## config.mk

```make
export PLATFORM = sky130hd
export DESIGN_NAME = key_onehot_debounce
export DESIGN_NICKNAME = d
export VERILOG_FILES = /design/src/rtl/key_onehot_debounce.sv
export SDC_FILE = /design/constraint.sdc
export NUM_CORES = 1
export LEC_CHECK = 0
export BUFFER_PORTS_ARGS = -buffer_cell sky130_fd_sc_hd__buf_4
export CAP_MARGIN = 25
export CORE_ASPECT_RATIO = 1.1
export CORE_MARGIN = 8
export CORE_UTILIZATION = 40
export DETAILED_ROUTE_END_ITERATION = 10
export PLACE_DENSITY = 0.63
export SYNTH_ARGS = -nofsm -noshare
export SYNTH_HDL_FRONTEND = slang
export SYNTH_SLANG_ARGS = --single-unit
export TNS_END_PERCENT = 100
```

## constraint.sdc

```tcl
create_clock -name iClk -period 9.4 [get_ports iClk]
set_clock_uncertainty 0.2 [all_clocks]
set_input_delay 1.41 -clock iClk [delete_from_list [all_inputs] [get_ports iClk]]
set_output_delay 1.41 -clock iClk [all_outputs]
set_load 0.01 [all_outputs]
```

## src/rtl/key_onehot_debounce.sv

```systemverilog
// Key front-end for the 8-3 encoder: synchronises and debounces eight raw keys,
// then accepts single-key presses only and holds a one-hot code.
module key_onehot_debounce #(
    parameter int DEBOUNCE_CYCLES = 4
) (
    input  logic       iClk,
    input  logic       iRst,
    input  logic [7:0] iKey,
    output logic [7:0] oData,
    output logic       oValid,
    output logic       oError
);

    localparam int CW = $clog2(DEBOUNCE_CYCLES + 1);
    localparam logic [CW-1:0] CNT_MAX = CW'(DEBOUNCE_CYCLES - 1);

    typedef enum logic [0:0] {
        IDLE = 1'b0,
        HELD = 1'b1
    } state_t;

    logic [7:0]    s1_q;
    logic [7:0]    s2_q;
    logic [7:0]    cand_q;
    logic [7:0]    cand_d;
    logic [CW-1:0] cnt_q;
    logic [CW-1:0] cnt_d;
    logic [7:0]    stab_q;
    logic [7:0]    stab_d;
    state_t        state_q;
    logic [7:0]    data_q;
    logic          valid_q;
    logic          error_q;
    logic          stab_onehot_s;

    function automatic logic is_onehot(input logic [7:0] v);
        logic [3:0] n;
        n = 4'd0;
        for (int i = 0; i < 8; i++) begin
            n = n + {3'd0, v[i]};
        end
        return (n == 4'd1);
    endfunction

    // Two-stage synchroniser for the asynchronous key levels.
    always_ff @(posedge iClk or posedge iRst) begin
        if (iRst) begin
            s1_q <= 8'h00;
            s2_q <= 8'h00;
        end else begin
            s1_q <= iKey;
            s2_q <= s1_q;
        end
    end

    // Vector debounce: any change of s2 restarts the window; the counter saturates.
    always_comb begin
        cand_d = cand_q;
        cnt_d  = cnt_q;
        stab_d = stab_q;
        if (s2_q != cand_q) begin
            cand_d = s2_q;
            cnt_d  = {CW{1'b0}};
        end else if (cnt_q == CNT_MAX) begin
            stab_d = cand_q;
        end else begin
            cnt_d = cnt_q + CW'(1);
        end
    end

    // Debounce state registers.
    always_ff @(posedge iClk or posedge iRst) begin
        if (iRst) begin
            cand_q <= 8'h00;
            cnt_q  <= {CW{1'b0}};
            stab_q <= 8'h00;
        end else begin
            cand_q <= cand_d;
            cnt_q  <= cnt_d;
            stab_q <= stab_d;
        end
    end

    assign stab_onehot_s = is_onehot(stab_q);

    // Press FSM; only an all-zero stable vector re-arms it, so oData stays one-hot.
    always_ff @(posedge iClk or posedge iRst) begin
        if (iRst) begin
            state_q <= IDLE;
            data_q  <= 8'h01;
            valid_q <= 1'b0;
            error_q <= 1'b0;
        end else begin
            valid_q <= 1'b0;
            case (state_q)
                IDLE: begin
                    if (stab_q == 8'h00) begin
                        state_q <= IDLE;
                    end else if (stab_onehot_s) begin
                        data_q  <= stab_q;
                        valid_q <= 1'b1;
                        state_q <= HELD;
                    end else begin
                        error_q <= 1'b1;
                        state_q <= HELD;
                    end
                end
                HELD: begin
                    if (stab_q == 8'h00) begin
                        error_q <= 1'b0;
                        state_q <= IDLE;
                    end else begin
                        state_q <= HELD;
                    end
                end
                default: begin
                    state_q <= IDLE;
                    error_q <= 1'b0;
                end
            endcase
        end
    end

    assign oData  = data_q;
    assign oValid = valid_q;
    assign oError = error_q;

endmodule

```

==> reports/metrics.yaml <==
status:
  status: "finished, final reports clean"
route:
  wl_per_cell_microns: 13.0
  postRouteAntennaNets: 0
  drt-total-wl_microns: 2590
  drt_first_pass_iters: 4
  drt-initial-drc-count: 16
  vias: 901
  viasPerCell: 4.53
  drc_errors: 0
timing:
  fin_crit_ns: 4.27
  hold_viol_final: 0
  rsz0062_at_grt: "false"
  drv_slew: 0
  worstMarginPinSlew_ns: 0.552
  setup_viol: 0
  fmax_ghz: 0.234
  relSlewSlack_pct: 63.2
  post-route-period-util_pct: 45.4
  finalSetupTns_ns: 0
clocking:
  htreeDepth: 2
  ctsRootBufferMaster: "clkbuf_8"
  cts_buffers: 5
  postCtsResizedCells: 0
  clk_latency_ns: 0.29
  cts.path.max_buffers: 2
  tritoncts: "yes"
  cts_setup_buffers: 0
  hold_buffers: 0
  cts_sinks: 46
  clk_pin_slew_worst_paths_ns: 0.08
logic_synthesis:
  yosysMostFrequentCell: "dfrtp_1"
  syn_inst: 127
  synth_seq_cells: 46
  synth_area_sq_um: 1810
  ys_seq_area_share_pct: 63.5
  synthTopCellsByArea: "dfrtp_1, mux2_4, mux2_2"
  yosysWarnings: 0
  synth_area_per_cell_sq_um: 14.3
  ys_async_sr_fraction_pct: 100
  synth_edf_count: 0
  synth_top_area_share_pct: 62.1
  ys.flop_type: "dfrtp_1"
  synthTopCellsByCount: "dfrtp_1, inv_1, clkbuf_1, xor2_1"
  ys_types: 23
  synth.largest_area_cell: "dfrtp_1"
  synthesis.nets: 147
setup_path:
  crit_required_ns: 9.39
  rrSetupSlack_ns: 5.13
  cpPeakStageDelay_ns: 0.58
  crit_arrival_ns: 4.25
  rr_worst_depth: 12
  r2r-start: "stab_q[0]"
  path_class: "reg -> reg"
  path_max_fanout: 9
  critPathLaunchType: "register"
  rr_endpoint: "oData[2]"
  cp-end-kind: "register"
  critical_path.most_common_cell: "fa_1"
  crit_chain: "inv_1 -> fa_1 -> fa_1 -> fa_1 -> inv_1 -> ha_1 -> inv_1 -> fa_1 -> a211o_1 -> a21o_1 -> or3b_1 -> mux2_4"
  slowest_stage: "or3b_1"
grt:
  grt_util_all_layers_pct: 8.39
  grt_max_degree: 47
  grt_pass1_vias: 976
  grt_pass1_wl_microns: 4420
  grt_overflow: 0
  antenna_found_initial: 0
place:
  numPortBuffers: 19
  dpl.hpwl_microns: 1890
  place_congestion: 0.782
floorplanning:
  die_w_microns: 80.2
  die_h_microns: 86.6
  coreArea_sq_um: 4320
  dieArea_sq_um: 6950
  io-pin-count: 20
  start_util_pct: 42.0
  num_rows: 25
final_layout:
  fillers: 385
  regArea_sq_um: 1150
  multi_input_area_sq_um: 557
  syn_to_final_growth_pct: 15.6
  final_util_pct: 48.6
  final_nets: 164
  diodes: 0
  drive_above_1_share_pct: 30.3
power:
  vdd_drop_max_mv: 0.108
  power_density_nw_per_um2: 171
  p_leak_nw: 1.06
hold_path:
  hold_path_startpoint: "s1_q[7]"
  holdPathStages: 0
  worst_hold_path_type: "reg -> reg"
  min_to: "s2_q[7]"
job:
  drv_cap: 0
[power by group]
group            total, W  switching, W  internal [W]
Combinational  0.00000941    0.00000518    0.00000423
Sequential       0.000206    0.00000271      0.000203
Clock            0.000143     0.0000637     0.0000793
[logic make-up (layout without fill, tap and decap cells)]
family | Yosys count | in the layout | synth area share, %
AO/OA/AOI/OAI | 6 | 6 | 2.14
XOR/XNOR | 9 | 9 | 4.35
adder cells (fa/ha/maj) | 10 | 10 | 8.55
buffers and inverters | 26 | 44 | 5.79
flip-flops | 46 | 46 | 63.5
multiplexers | 17 | 17 | 12.1
AND/OR/NAND/NOR | 13 | 13 | 3.52
[critical path, delay by kind of cell (launching register included)]
| family | cells | cell delay [ns] |
|---|---|---|
| AOI/OAI and AO/OA | 2 | 0.46 |
| muxes | 1 | 0.38 |
| adders and majority gates | 5 | 1.96 |
| DFF | 1 | 0.38 |
| buffers and inverters | 3 | 0.20 |
| and+or+nand+nor | 1 | 0.58 |
[cell usage in the layout, fill, tap and decap left out, types with 4 or more instances in the layout]
master     n
fa_1       4
xor2_1     9
clkbuf_8   5
buf_4     20
nor2_1     5
ha_1       6
mux2_4     8
mux2_2     8
inv_1     16
dfrtp_1   45
[worst max-delay path by stage]
stage / startpoint / endpoint / slack (ns) / depth (start not counted)
floorplan: stab_q[0] / oData[1] / 5.43 / 13
global placement: stab_q[0] / oData[1] / 5.22 / 12
detailed placement: stab_q[0] / oData[2] / 5.13 / 12
CTS: stab_q[0] / oData[2] / 5.10 / 12
global route: stab_q[0] / oData[6] / 4.93 / 12
finish: stab_q[0] / oData[2] / 5.13 / 12
[stage by stage]
stage | hold WS [ns] | setup slack, ns | total power (W) | area (sq um) | instances
final | 0.151 | 5.13 | 0.000358 | 2100 | 199
after floorplan | 0.131 | 5.43 | 0.000215 | 1810 | 127
after detailed placement | 0.135 | 5.13 | 0.000220 | 1990 | 191
after global routing | 0.162 | 4.93 | 0.000372 | 2100 | 199
after CTS | 0.154 | 5.10 | 0.000365 | 2100 | 199
after global placement | 0.132 | 5.22 | 0.000219 | 1990 | 191
[cell type report]
type,instances,share of cell area [%]
repair buffers,20,7.16
flip-flops and latches,46,55.0
inverters,16,2.86
clock inverters,2,1.79
well taps,54,3.22
clock buffers,6,3.46
multi-input cells,55,26.6
[routing by layer]
layer	routed length [microns]	vias to the layer above	GRT usage [%]
met5	0	-	0
met4	48	0	4.47
met3	157	7	3.42
met2	1270	24	13.8
met1	1120	441	8.90
li1	-	429	-
[registers in the layout, summed over array words and instances, names as in the netlist]
name	cells
cand_q	8
cnt_q	3
oData	8
oError	1
oValid	1
s1_q	8
s2_q	8
stab_q	8
state_q	1
Note: power is estimated with default switching activity, not from simulation.
